## src/rtl/rr_arb_mux_pkg.sv

```systemverilog
// Shared helpers for the round-robin arbitrated mux (rr_arb_mux).
// sel_width() sizes the source-index field; rr_next() is the pointer wrap rule
// used by the arbiter after every accepted beat.
package mux_pkg;

    // Width of a channel index: never narrower than one bit, even for a single channel.
    function automatic int sel_width(input int n);
        return (n <= 1) ? 1 : $clog2(n);
    endfunction

    // Position just past the granted channel, wrapping at the last channel.
    function automatic int rr_next(input int idx, input int n);
        return (idx >= n - 1) ? 0 : idx + 1;
    endfunction

endpackage

```

## src/rtl/rr_arb_mux_arbiter.sv

```systemverilog
// Round-robin arbiter for rr_arb_mux.
// The search starts at the priority pointer and wraps, so the channel that was
// just served has the lowest priority on the next decision. The pointer only
// advances when the granted beat is actually taken (en), which bounds the wait
// of any requester to N_IN-1 grants to other channels.
module rr_arbiter
    import mux_pkg::*;
#(
    parameter int N_IN  = 4,
    parameter int SEL_W = sel_width(N_IN)
) (
    input  logic             clk,
    input  logic             rst,
    input  logic [N_IN-1:0]  req,
    input  logic             en,
    output logic [N_IN-1:0]  grant,
    output logic [SEL_W-1:0] gidx
);

    logic [SEL_W-1:0] r_ptr;
    int               w_idx;
    logic             w_found;

    // First requesting channel at or after r_ptr, wrapping past N_IN-1.
    always_comb begin
        grant   = '0;
        gidx    = '0;
        w_found = 1'b0;
        w_idx   = 0;
        for (int k = 0; k < N_IN; k++) begin
            w_idx = int'(r_ptr) + k;
            if (w_idx >= N_IN) begin
                w_idx = w_idx - N_IN;
            end
            if (!w_found && req[w_idx]) begin
                w_found      = 1'b1;
                grant[w_idx] = 1'b1;
                gidx         = SEL_W'(w_idx);
            end
        end
    end

    // Priority pointer moves just past the channel whose beat was accepted.
    always_ff @(posedge clk or posedge rst) begin
        if (rst) begin
            r_ptr <= '0;
        end else if (en) begin
            r_ptr <= SEL_W'(rr_next(int'(gidx), N_IN));
        end
    end

endmodule

```

## src/rtl/rr_arb_mux.sv

```systemverilog
// N-way valid/ready multiplexer with round-robin arbitration and a registered
// output carrying the index of the source channel.
// Build option: define RR_ARB_MUX_SKID_EN to add a one-entry skid register that
// removes the combinational out_ready -> in_ready path. Without it, an output
// beat that drains in the same cycle is replaced by the newly accepted one.
module rr_arb_mux
    import mux_pkg::*;
#(
    parameter int  DATA_WIDTH = 32,
    parameter int  N_IN       = 4,
    localparam int SEL_W      = sel_width(N_IN)
) (
    input  logic                       clk,
    input  logic                       rst,
    input  logic [N_IN*DATA_WIDTH-1:0] in_data,
    input  logic [N_IN-1:0]            in_valid,
    output logic [N_IN-1:0]            in_ready,
    output logic [DATA_WIDTH-1:0]      out_data,
    output logic [SEL_W-1:0]           out_sel,
    output logic                       out_valid,
    input  logic                       out_ready
);

    logic [DATA_WIDTH-1:0] r_out_data;
    logic [SEL_W-1:0]      r_out_sel;
    logic                  r_out_valid;

    logic [N_IN-1:0]       w_grant;
    logic [SEL_W-1:0]      w_gidx;
    logic                  w_load_en;
    logic [N_IN-1:0]       w_in_ready;
    logic                  w_accept;
    logic [DATA_WIDTH-1:0] w_in_beat;

    rr_arbiter #(
        .N_IN  (N_IN),
        .SEL_W (SEL_W)
    ) u_arbiter (
        .clk   (clk),
        .rst   (rst),
        .req   (in_valid),
        .en    (w_accept),
        .grant (w_grant),
        .gidx  (w_gidx)
    );

    // Output register may take a new beat when it is empty or being drained now.
    assign w_load_en = ~r_out_valid | out_ready;
    assign w_in_beat = in_data[int'(w_gidx)*DATA_WIDTH +: DATA_WIDTH];
    // The grant only exists for a valid channel, so any ready bit means a transfer.
    assign w_accept  = |(w_in_ready & in_valid);

`ifdef RR_ARB_MUX_SKID_EN

    logic [DATA_WIDTH-1:0] r_skid_data;
    logic [SEL_W-1:0]      r_skid_sel;
    logic                  r_skid_valid;

    // Ready depends only on skid occupancy, never on out_ready; forced low in reset.
    assign w_in_ready = w_grant & {N_IN{~r_skid_valid & ~rst}};

    // Skid holds a beat accepted while the output stalls; it always drains first to keep order.
    always_ff @(posedge clk or posedge rst) begin
        if (rst) begin
            r_out_data   <= '0;
            r_out_sel    <= '0;
            r_out_valid  <= 1'b0;
            r_skid_data  <= '0;
            r_skid_sel   <= '0;
            r_skid_valid <= 1'b0;
        end else if (r_skid_valid) begin
            if (out_ready) begin
                r_out_data   <= r_skid_data;
                r_out_sel    <= r_skid_sel;
                r_out_valid  <= 1'b1;
                r_skid_valid <= 1'b0;
            end
        end else if (w_accept) begin
            if (w_load_en) begin
                r_out_data  <= w_in_beat;
                r_out_sel   <= w_gidx;
                r_out_valid <= 1'b1;
            end else begin
                r_skid_data  <= w_in_beat;
                r_skid_sel   <= w_gidx;
                r_skid_valid <= 1'b1;
            end
        end else if (out_ready) begin
            r_out_valid <= 1'b0;
        end
    end

`else

    // Ready follows the output stage directly; forced low while reset is asserted.
    assign w_in_ready = w_grant & {N_IN{w_load_en & ~rst}};

    // A new beat overwrites the output register, including one draining this cycle.
    always_ff @(posedge clk or posedge rst) begin
        if (rst) begin
            r_out_data  <= '0;
            r_out_sel   <= '0;
            r_out_valid <= 1'b0;
        end else if (w_accept) begin
            r_out_data  <= w_in_beat;
            r_out_sel   <= w_gidx;
            r_out_valid <= 1'b1;
        end else if (out_ready) begin
            r_out_valid <= 1'b0;
        end
    end

`endif

    assign in_ready  = w_in_ready;
    assign out_data  = r_out_data;
    assign out_sel   = r_out_sel;
    assign out_valid = r_out_valid;

endmodule
```

## config.mk

```make
export PLATFORM = sky130hd
export DESIGN_NAME = rr_arb_mux
export DESIGN_NICKNAME = d
export VERILOG_FILES = /design/src/rtl/rr_arb_mux_pkg.sv /design/src/rtl/rr_arb_mux_arbiter.sv /design/src/rtl/rr_arb_mux.sv
export SDC_FILE = /design/constraint.sdc
export NUM_CORES = 1
export LEC_CHECK = 0
export ABC_AREA = 1
export BUFFER_PORTS_ARGS = -buffer_cell sky130_fd_sc_hd__buf_2
export CAP_MARGIN = 10
export CORE_ASPECT_RATIO = 0.6
export CORE_MARGIN = 4
export CORE_UTILIZATION = 40
export DETAILED_ROUTE_END_ITERATION = 6
export PLACE_DENSITY = 0.88
export RECOVER_POWER = 50
export SYNTH_ARGS = -nofsm -noshare
export SYNTH_HDL_FRONTEND = slang
export SYNTH_SLANG_ARGS = --single-unit
export TNS_END_PERCENT = 50
```

## constraint.sdc

```tcl
create_clock -name clk -period 2.2 [get_ports clk]
set_input_delay 0.44 -clock clk [delete_from_list [all_inputs] [get_ports clk]]
set_output_delay 0.44 -clock clk [all_outputs]
set_load 0.01 [all_outputs]
```

Word-level counts from Yosys, hierarchy flattened
Cells that the tools add are included.
Storage, ports and cells
  register bits after elaboration: 37
  bits of input ports: 135
  output and inout port bits: 39
  logic and storage cells: 85
Cells by class
  $add $sub $neg: 8
  magnitude comparators: 13
  shifts and indexed selects: 1
  mux-type cells: 38
  bitwise gates (word level): 9
  reductions and logical operators: 12
Operators with widths (count)
  32-bit by 1-bit greater-or-equal comparator with 1-bit output, second input constant: 4
  32-bit by 4-bit < comparator with 1-bit output, second input constant: 4
  32-bit 2-to-1 mux: 4
  128-bit by 8-bit variable part select with 32-bit output: 1
  32-bit by 4-bit greater-or-equal comparator with 1-bit output, second input constant: 3
  32-bit by 4-bit subtractor with 32-bit output, second input constant: 3
  1-bit 2-to-1 mux: 17
  4-bit 2-to-1 mux: 4
  4-bit OR: 3
  2-bit 2-to-1 mux: 5
  4-bit AND: 2
  1-bit binary-select mux with 2-bit select: 4
  1-bit demux with 2-bit select: 4
  1-bit logical AND: 7
  2-bit by 2-bit adder with 3-bit output, second input constant: 2
  4-bit OR reduction: 1
  2-bit by 3-bit subtractor with 4-bit output, second input constant: 1
  2-bit by 1-bit adder with 3-bit output, second input constant: 1
  2-bit by 3-bit greater-or-equal comparator with 1-bit output, second input constant: 1
  1-bit zero test: 3
  2-bit by 1-bit adder with 2-bit output, second input constant: 1
  2-bit greater-or-equal comparator, second input constant: 1
  1-bit inverter: 2
  2-bit nonzero test: 1
  other kinds (2): 2

Longest topological paths before layout
Gate-level depths: netlist of the first run.
  depth after elaboration: 19
  gate-level depth with buffers: 16
  gate-level depth less buffers: 15

Hierarchy
A second synthesis of the first run with hierarchy kept.
Unflattened totals
  cell total of the unflattened synthesis: 482
  area, all modules: 3056.7 sq um
By module, submodules not included
  rr_arb_mux: instances 1, cells each 380, area an instance 2431.1 sq um, seq. area each 875.8 sq um
  rr_arbiter: instances 1, cells each 102, area an instance 625.6 sq um, seq. area each 50.0 sq um

Worst setup path before layout of the first run
OpenSTA, ideal clock, no wires.
  kind: register to register
  start: reg (tool-made name)
  end: reg r_out_data[12] (netlist: out_data[12])
  library setup time: 0.117 ns
  arrival: 2.171 ns
  required time: 2.083 ns
  setup slack: -0.088 ns
  cell stages (with the launch flop): 17
  buffers on the path: 2
  period minus slack after synthesis: 2.288 ns
  cells stage by stage: dfrtp_1 inv_2 ha_1 inv_1 nand3_1 nand2_1 nand2_1 nor2_2 nand2_1 nand3_1 nand3_1 nand2_2 nor2_4 buf_6 buf_8 nand2_1 nand2_1
RTL lines
  to (signal assigned): RTL line rr_arb_mux.sv:105  | r_out_data <= w_in_beat;
  to (decl): RTL line rr_arb_mux.sv:24  | logic [DATA_WIDTH-1:0] r_out_data;

==> results of run 1 <==
==> through the flow <==
step           total power, mW  hold slack, ps  setup WS [ps]   util
5_1_grt                   10.5             216           -160  0.637
3_5_place_dp              7.67             460          -78.6  0.572
2_1_floorplan             5.95             512           22.3      -
4_1_cts                   9.25             195          -55.4  0.628
3_3_place_gp              7.51             458           15.4  0.572
6_report                  9.55             165          -93.5  0.637
==> worst paths after layout <==
path	start	to	slack, ps
setup / recovery	flip-flop	in_ready[1]	-90
hold / removal	rst	out_data[18]	170
setup reg to reg	flip-flop	out_data[3]	20
hold reg to reg	out_data[24]	out_data[24]	470
max in group asynchronous	rst	out_sel[0]	550
min in group clk	out_ready	out_valid	350
==> routing by layer <==
metal	track usage	share of wire	vias up
met4	0.0526	0.014	0
met5	0	0	-
met1	0.300	0.44	1672
met2	0.404	0.46	207
met3	0.0524	0.092	18
li1	-	-	1857
==> power by group <==
group | internal, mW | leakage (nW) | switching, mW
Combinational | 2.98 | 1.97 | 4.53
Sequential | 1.05 | 0.458 | 0.174
Clock | 0.566 | 0.0841 | 0.257
Total | 4.59 | 2.51 | 4.96
==> cells in the mapped netlist, types with 2 or more instances <==
library cell / number / share of area
nand2_1: 228 / 0.29
nand3_1: 111 / 0.19
dfrtp_1: 37 / 0.31
inv_1: 14 / 0.018
buf_2: 11 / 0.019
buf_4: 7 / 0.018
buf_6: 7 / 0.027
nand2_2: 7 / 0.015
inv_2: 5 / 0.0064
nand4_1: 5 / 0.011
o21ai_0: 5 / 0.0085
ha_1: 4 / 0.017
a21boi_1: 3 / 0.0076
a21boi_0: 2 / 0.0051
a21oi_1: 2 / 0.0034
nand3_2: 2 / 0.0068
nor2_1: 2 / 0.0025
nor2_4: 2 / 0.0076
==> layout make-up <==
type,instances,area [um^2]
fill,621,2500
clock inverter,1,30.0
timing repair buffer,203,1210
multi-input combinational,380,1900
inverter,19,76.3
clock buffer,7,143
tap,87,109
sequential,37,928
==> worst max-delay path: stages (launching register included) <==
cell and delay [ps]:
dfrtp_2 400, inv_2 80, ha_4 230, inv_4 80, nand3_4 70, nand2_4 100
nand2_4 60, nor2_4 130, nand2_1 80, nand3_2 90, nand2_1 50, inv_1 90
buf_6 110
==> timing repair <==
action / CTS / global route
endpoints found under the setup margin: 40 / 40
buffers inserted: 7 / 1
gates resized for setup: 31 / 20
gates cloned: 1 / 0
hold endpoints to repair: 0 / 0
pin swaps: 10 / 8
==> registers in the layout, summed over array words and instances (netlist names), named ones only <==
signal,flops
out_data,32
out_sel,2
out_valid,1
u_arbiter.r_ptr,1
==> layout by cell type (no fill, tap or decap), types with 2 or more instances in the layout <==
master / count
a21boi_1: 2
nand3_1: 103
nand3_2: 7
inv_1: 11
clkbuf_1: 3
nand3_4: 4
clkbuf_16: 5
buf_12: 5
nand2_4: 4
dfrtp_2: 2
nand2_2: 13
buf_2: 170
a21oi_2: 2
o21ai_1: 3
inv_2: 5
nand2_1: 218
ha_1: 3
a21boi_2: 2
dfrtp_1: 35
buf_6: 9
nand4_1: 5
nor2_1: 2
o21ai_0: 3
nor2_4: 3
inv_4: 2
buf_4: 15
==> kinds of logic after synthesis <==
group,after synthesis,share of synthesized area
fa+ha+maj,4,0.0170
compound gates,14,0.0318
simple gates,361,0.540
xor+xnor,1,0.00297
buf+inv,46,0.0938
flops,37,0.314
==> impl_results.md, run 1 <==
- Outcome: finished with violations
- Failing checks: negative setup slack
- Yosys warnings: 0
- Final std cells w/o fill: 734
- Post-synth net total: 602
- # IOs: approximately 170
- Final instance area: 4400 um^2
- H-tree depth: 2
- Synth Instances: 463
- PD cells: 2170 nW/um^2
- Cts bufs inserted: 5
- Hold Path Class: input port to async pin
- Die Wd: between 100 and 150 um
- Post-detail-place hpwl: 8060 um
- Die Y: 74.5 um
- Via count: 3754
- Peak VDD IR: 0.948 mV
- Drc violations: 0
- Leakage power: 2.51 nW
- Final net count: 785
- RSZ-0062 raised after global routing: true
- Area Growth Syn to Fin: 49.4%
- Placed cells: slightly above 700
- Max Cap Viol: 0
- Worst skew pair latency: 270 ps
- GRT Util Overall: 0.232
- Fin crit share: 1.04
- Die footprint: slightly below 9000 um^2
- Final setup vio count: 4
- Post-synth EDFFs: 0
- Remaining global-route overflow: 0
- Placer Congestion: 0.908
- Worst Skew: 4.36 ps
- FMAX: 436 MHz
- Root Buffer: clkbuf_16
- Final WS setup: -93.5 ps
- Wire per inst: between 10 and 15 um
- DRT Pass-1 Iters: 5
- Vias in the first global route: ~3600
- CP max FO: 5
- Worst EP required: around 1800 ps
- Distinct cells, synth: 27
- Ys flop type: dfrtp_1
- Synth Cell Area: 2950 um^2
- Worst-margin pin slew: around 1200 ps
- TritonCTS clock tree: done
- Crit path DAT: 1850 ps
- Starting density of the core: 0.427
- Core area: 6910 um^2
- Crit. End Element: output pin
- PortBufs: roughly 170
- Initial antenna violation count: 0
- Asr flop ratio synth: 1.00
- Vias/cell: 5.11
- Iteration-0 DRC Markers: 243
- Seq/Total Area, Yosys: 0.314
- Fin crit period: approximately 2300 ps
- TNS Setup: -239 ps
- DRT antenna net count: 0
- Worst rel slew slack: 0.177
- Yosys reg bits: 37
- Hold Violations, Final: 0
- Antenna cells: 0
- Slew Viols, Final: 0
- Critical path type: flip-flop to output pin
- Synthesized area per cell: 6.36 um^2
- First-pass GRT wire length: 16700 um
- Reg clk slew, reported paths: 60 ps
- Layout cells sized above 1: 0.397
- Drt total wl: 10500 um
- CTS hold repair buffers: 0
- Worst r2r path cells: 15
- Critical Path Start Type: flip-flop
- Largest net degree at the start of global routing: 30
- Core Rows: 23
- Dpl cell area: 3950 um^2
- Clk sink count: 37
- Max clock buf depth: 2
No activity file was read; power rests on OpenSTA's default activity.
==> run 2, diff against run 1 <==
--- a/config.mk
+++ b/config.mk
@@ -5,14 +5,15 @@
 export SDC_FILE = /design/constraint.sdc
 export NUM_CORES = 1
 export LEC_CHECK = 0
-export ABC_AREA = 1
 export BUFFER_PORTS_ARGS = -buffer_cell sky130_fd_sc_hd__buf_2
 export CAP_MARGIN = 10
+export CELL_PAD_IN_SITES_DETAIL_PLACEMENT = 0
+export CELL_PAD_IN_SITES_GLOBAL_PLACEMENT = 1
 export CORE_ASPECT_RATIO = 0.6
 export CORE_MARGIN = 4
-export CORE_UTILIZATION = 40
+export CORE_UTILIZATION = 30
 export DETAILED_ROUTE_END_ITERATION = 6
-export PLACE_DENSITY = 0.88
+export PLACE_DENSITY = 0.75
 export RECOVER_POWER = 50
 export SYNTH_ARGS = -nofsm -noshare
 export SYNTH_HDL_FRONTEND = slang
==> run 2 against run 1 <==
The flow finishes with violations (max-capacitance violations, max-slew violations, negative setup slack); utilization decreased by 15 points; via count decreased by 20%; synthesized cell count decreased by 38%; clock skew decreased by 1.3 ps; cell area increased by 12%; total power decreased by 18%; register-to-register slack got worse by 840 ps; largest power group unchanged.
==> impl_results.md, run 2 <==
- Core Rows: 28
- CP max FO: 6
- Iteration-0 DRC Markers: 102
- First-pass GRT wire length: 15900 um
- Drc violations: 0
- Synthesized area per cell: ~11 um^2
- TNS Setup: -30630 ps
- Storage cell area: around 930 um^2
- Multi-input logic area: 2190 um^2
- Most used cell along the critical path: buf_4
- Initial antenna violation count: 0
- Root Buffer: clkbuf_16
- Crit. End Element: flip-flop
- Final net count: between 600 and 700
- Critical-path cell list: inv_2 -> ha_4 -> mux4_2 -> buf_4 -> buf_4 -> a21o_1 -> o221ai_2 -> o221a_2 -> a31oi_4 -> buf_12 -> buf_6 -> buf_16 -> mux2_4
- TritonCTS clock tree: done
- Post-synth net total: 428
- Routing usage on met2: 0.256
- Most frequent cell after synthesis: mux2i_1
- M3 GR Usage: 0.0436
- Yosys top cell area share: 0.322
- GRT Util Overall: 0.160
- Final core occ: 0.492
- Largest register FFs: 32
- Yosys warnings: 0
- Worst EP required: 2370 ps
- Layout cells sized above 1: 0.563
- DRT antenna net count: 0
- Max clock buf depth: 2
- Max Cap Viol: 1
- Drt total wl: 10200 um
- Asr flop ratio synth: 1.00
- Outcome: finished with violations
- Seq/Total Area, Yosys: 0.298
- Worst Skew: slightly above 3 ps
- Synth Instances: 289
- PD cells: around 1600 nW/um^2
- Fin crit share: 1.37
- Dpl ws: -792 ps
- Clk sink count: 37
- Hold Violations, Final: 0
- Distinct cells, synth: 42
- Worst skew pair latency: roughly 280 ps
- Leakage power: 2.61 nW
- Peak VDD IR: 0.798 mV
- Final WS setup: -824 ps
- RSZ-0062 raised after global routing: true
- Area Growth Syn to Fin: 58.1%
- Most common cell after layout, fill and taps aside: buf_2
- Synth Cell Area: approximately 3100 um^2
- CTS hold repair buffers: 0
- Met1 global-route usage: 0.222
- Most frequent cells in the layout: buf_2 (172), mux2i_1 (100), buf_4 (43)
- Vias in the first global route: between 3000 and 4000
- Via count: around 3000
- H-tree depth: 2
- Reg clk slew, reported paths: 60 ps
- Remaining global-route overflow: 0
- Yosys reg bits: 37
- Cts bufs inserted: 5
- FMAX: 331 MHz
- Placer Congestion: 0.940
- Ys flop type: dfrtp_1
- Critical Path Start Type: flip-flop
- Synth area leader: mux2i_1
- PortBufs: 173
- Power, Total: 7.83 mW
- Antenna cells: 0
- Slew Viols, Final: 38
- Vias/cell: about 4.7
- List of most frequent post-synthesis cells: mux2i_1 (100), dfrtp_1 (37), mux2_1 (20), mux2_2 (16), a21oi_1 (15)
- Crit path DAT: 3190 ps
- Die Y: 86.8 um
- Main area contributors after synthesis: mux2i_1 (32%), dfrtp_1 (30%), mux2_1 (7.3%)
- Fill count: roughly 940
- Post-synth EDFFs: 0
- Final setup vio count: slightly above 40
- Die footprint: about 12000 um^2
- Worst-margin pin slew: between 1500 and 2000 ps
- Die Wd: 139 um
- Fin crit period: 3020 ps
- DRT Pass-1 Iters: 4
- Post-detail-place hpwl: 7580 um
- # IOs: 174
- Largest net degree at the start of global routing: 38
- Critical path's largest stage delay: 500 ps
- Core area: about 10000 um^2
- CP max-delay cell: mux4_2
- Wire per inst: 16.1 um
- Grt peak-use layer: met2
- Hold Path Class: input port to flip-flop
- Worst rel slew slack: -0.0185
- Starting density of the core: 0.311
- Failing checks: max-capacitance violations, max-slew violations, negative setup slack
- Critical path type: flip-flop to flip-flop
run 2: changes by cell type after synthesis, sizes merged, moves of 6 or more:
cell	previous run	this run
mux2i	0	100
mux2	0	36
nand3	114	1
a21o	0	6
inv	19	7
a21oi	2	15
nand2	236	11
clkbuf	1	7
buf	26	16
run 2: path summary, 6_finish.rpt:
path,from,end,slack (ps),cells past startpoint
min,out_ready,out_valid,470,3
min in group asynchronous,rst,out_valid,610,2
min reg2reg,out_data[19],out_data[19],490,1
max in group asynchronous,rst,out_data[30],690,2
max reg2reg,u_arbiter.r_ptr[1],out_data[31],-820,13
max,u_arbiter.r_ptr[1],out_data[31],-820,13
run 2: per-stage QoR:
step | instance area [um^2] | hold WS, ps | std cells
5_1_grt | 4910 | 492 | 638
3_3_place_gp | 4450 | 465 | 622
2_1_floorplan | 3120 | 529 | 289
4_1_cts | 4750 | 359 | 634
6_report | 4910 | 466 | 638
3_5_place_dp | 4450 | 469 | 622
run 2: cell type report:
| cell class | count | share of cell area |
|---|---|---|
| multi-input combinational | 222 | 0.445 |
| timing repair buffer | 229 | 0.292 |
| sequential | 37 | 0.189 |
| tap | 135 | 0.0344 |
| clock buffer | 6 | 0.0263 |
| clock inverter | 2 | 0.00790 |
| inverter | 7 | 0.00535 |
run 2: metal layers:
layer | up-vias | wire, um | share of wire
met4 | 0 | 57 | 0.0056
met1 | 1363 | 4790 | 0.47
met5 | - | 0 | 0
li1 | 1506 | - | -
met3 | 4 | 883 | 0.086
met2 | 130 | 4500 | 0.44
run 2: where the power goes:
| group | internal (mW) | switching [mW] | total [mW] |
|---|---|---|---|
| logic | 3.17 | 2.58 | 5.75 |
| registers | 1.05 | 0.189 | 1.24 |
| clock network | 0.538 | 0.296 | 0.834 |
| total | 4.76 | 3.07 | 7.83 |
run 2: cell families after synthesis:
| family | Yosys count | share of synthesized area |
|---|---|---|
| DFF | 37 | 0.298 |
| AOI/OAI and AO/OA | 47 | 0.106 |
| buffers and inverters | 30 | 0.0552 |
| xor gates and xnor gates | 1 | 0.00282 |
| muxes | 139 | 0.475 |
| and+or+nand+nor | 31 | 0.0475 |
| adders and majority gates | 4 | 0.0161 |
run 2: what timing repair did:
| item | 4_1_cts | 5_1_grt |
|---|---|---|
| setup buffers | 3 | 1 |
| pin swaps | 2 | 1 |
| gates cloned | 1 | 3 |
| gates resized for setup | 23 | 20 |
| endpoints found under the setup margin | 41 | 41 |
run 2: worst max-delay path, delay by kind of cell (launching register included):
family	cells	cell delay (ps)
multiplexers	2	790
buffers and inverters	6	770
AO/OA/AOI/OAI	4	710
flip-flops	1	360
adder cells (fa/ha/maj)	1	270
==> run 3, diff against run 2 <==
--- a/config.mk
+++ b/config.mk
@@ -11,9 +11,9 @@
 export CELL_PAD_IN_SITES_GLOBAL_PLACEMENT = 1
 export CORE_ASPECT_RATIO = 0.6
 export CORE_MARGIN = 4
-export CORE_UTILIZATION = 30
+export CORE_UTILIZATION = 35
 export DETAILED_ROUTE_END_ITERATION = 6
-export PLACE_DENSITY = 0.75
+export PLACE_DENSITY = 0.83
 export RECOVER_POWER = 50
 export SYNTH_ARGS = -nofsm -noshare
 export SYNTH_HDL_FRONTEND = slang
==> constraint.sdc (replaced) <==
create_clock -name clk -period 3.7 [get_ports clk]
set_input_delay 0.74 -clock clk [delete_from_list [all_inputs] [get_ports clk]]
set_output_delay 0.74 -clock clk [all_outputs]
set_load 0.01 [all_outputs]
==> run 3 against run 2 <==
Clock power is 43% lower; critical endpoint is now in_ready[2]; largest cell class unchanged; hold slack improved by 15 ps; the run ends with max-capacitance violations, max-slew violations left; first-iteration DRC count is 53% higher; critical path type is now flip-flop to output pin.
==> impl_results.md, run 3 (synthesized netlist as in run 2, its figures left out) <==
- Final instance area: 4240 um^2
- Slew Viols, Final: 38
- Most frequent cells in the layout: buf_2 (153), mux2i_1 (100), dfrtp_1 (37)
- Iteration-0 DRC Markers: 156
- Most common cell after layout, fill and taps aside: buf_2
- Largest register FFs: 32
- TNS Setup: 0 ps
- Max Cap Viol: 1
- TritonCTS clock tree: done
- Fin crit period: 3460 ps
- Placer Congestion: 0.883
- Via count: 2896
- Peak VDD IR: slightly below 0.4 mV
- Fin crit share: 0.935
- Hold_ws: between 400 and 500 ps
- Hold Violations, Final: 0
- Die Y: 81.0 um
- Final WS setup: 239 ps
- Die Wd: approximately 130 um
- Largest net degree at the start of global routing: 63
- RSZ-0062 raised after global routing: false
- Crit. End Element: output pin
- CP max FO: 4
- Remaining global-route overflow: 0
- Storage cell area: 926 um^2
- Final net count: ~600
- Drt total wl: 8680 um
- Reg clk slew, reported paths: roughly 60 ps
- Hold Path Class: flip-flop to flip-flop
- Worst EP required: 2960 ps
- Core area: 8590 um^2
- Power, Total: around 3.8 mW
- Post-detail-place hpwl: approximately 7000 um
- Cts repair resizes: 0
- Worst-margin pin slew: approximately 2000 ps
- Cts bufs inserted: 5
- # IOs: 174
- PortBufs: 173
- Wire per inst: 15.2 um
- Max clock buf depth: 2
- Crit path DAT: 2720 ps
- Root Buffer: clkbuf_16
- Worst Skew: about 5.5 ps
- Leakage power: 2.20 nW
- Initial antenna violation count: 0
- Starting density of the core: 0.362
- Multi-input logic area: slightly above 2000 um^2
- Antenna cells: 0
- Critical path type: flip-flop to output pin
- FMAX: roughly 290 MHz
- CP max-delay cell: mux4_2
- GRT Util Overall: 0.157
- Worst skew pair latency: 280 ps
- DRT antenna net count: 0
- Drc violations: 0
- Clk sink count: 37
- PD cells: 888 nW/um^2
- Die footprint: approximately 10000 um^2
- Vias in the first global route: 2704
- Area Growth Syn to Fin: 36.7%
- Vias/cell: 5.05
- Critical Path Start Type: flip-flop
- First-pass GRT wire length: ~13000 um
- Dpl ws: about 350 ps
- Critical-path cell list: inv_1 -> ha_1 -> mux4_2 -> or3b_1 -> a221oi_2 -> nor2_1 -> a21oi_1 -> buf_2
- CTS hold repair buffers: 0
- Postcts setup bufs: 0
- Failing checks: max-capacitance violations, max-slew violations
- Dpl cell area: 4090 um^2
- Fill count: 813
- Final setup vio count: 0
- Critical path's largest stage delay: approximately 570 ps
- Outcome: finished with violations
- Layout cells sized above 1: 0.427
- H-tree depth: 2
- DRT Pass-1 Iters: 4
- Worst rel slew slack: -0.321
- Core Rows: 26
## run 3: changes by cell type in the layout (fill, tap and decap cells not counted), sizes merged
| cell | before | now |
|---|---|---|
| buf | 226 | 166 |
| inv | 7 | 6 |
| clkbuf | 9 | 27 |
| clkinv | 1 | 2 |
## run 3: path summary, 6_finish.rpt
check	from	end	slack (ps)	cells past startpoint
min reg2reg	out_data[26]	out_data[26]	480	1
max	u_arbiter.r_ptr[1]	in_ready[2]	240	8
min in group asynchronous	rst	out_valid	1160	3
min	out_data[26]	out_data[26]	480	1
max in group asynchronous	rst	async pin	1390	3
max reg2reg	u_arbiter.r_ptr[1]	out_data[28]	470	9
## run 3: power by group
| group | leakage (nW) | switching (mW) | internal, mW |
|---|---|---|---|
| registers | 0.435 | 0.106 | 0.626 |
| logic | 1.68 | 1.32 | 1.24 |
| clock network | 0.0810 | 0.157 | 0.319 |
## run 3: layer usage
layer / global-route usage / routed length, um / share of wire
met5: 0 / 0 / 0
met1: 0.213 / 3820 / 0.44
met2: 0.252 / 3910 / 0.45
met3: 0.0440 / 935 / 0.11
met4: 0.0280 / 15 / 0.0017
## run 3: critical path, delay by kind of cell (launching register included)
family / cells / cell delay (ps)
fa+ha+maj: 1 / 390
compound gates: 2 / 430
flops: 1 / 340
mux: 1 / 570
simple gates: 2 / 460
buf+inv: 2 / 250
## run 3: layout make-up
cell class,instances,area share
Multi-Input combinational cell,222,0.478
Sequential cell,37,0.218
Clock buffer,6,0.0304
Timing Repair Buffer,187,0.225
Inverter,7,0.00619
Tap cell,112,0.0330
Clock inverter,2,0.00914
## run 3: stage by stage
step / utilization / cells
after floorplan: - / 289
after global placement: 0.476 / 563
after detailed placement: 0.476 / 563
after CTS: 0.496 / 571
after global routing: 0.494 / 573
final: 0.494 / 573
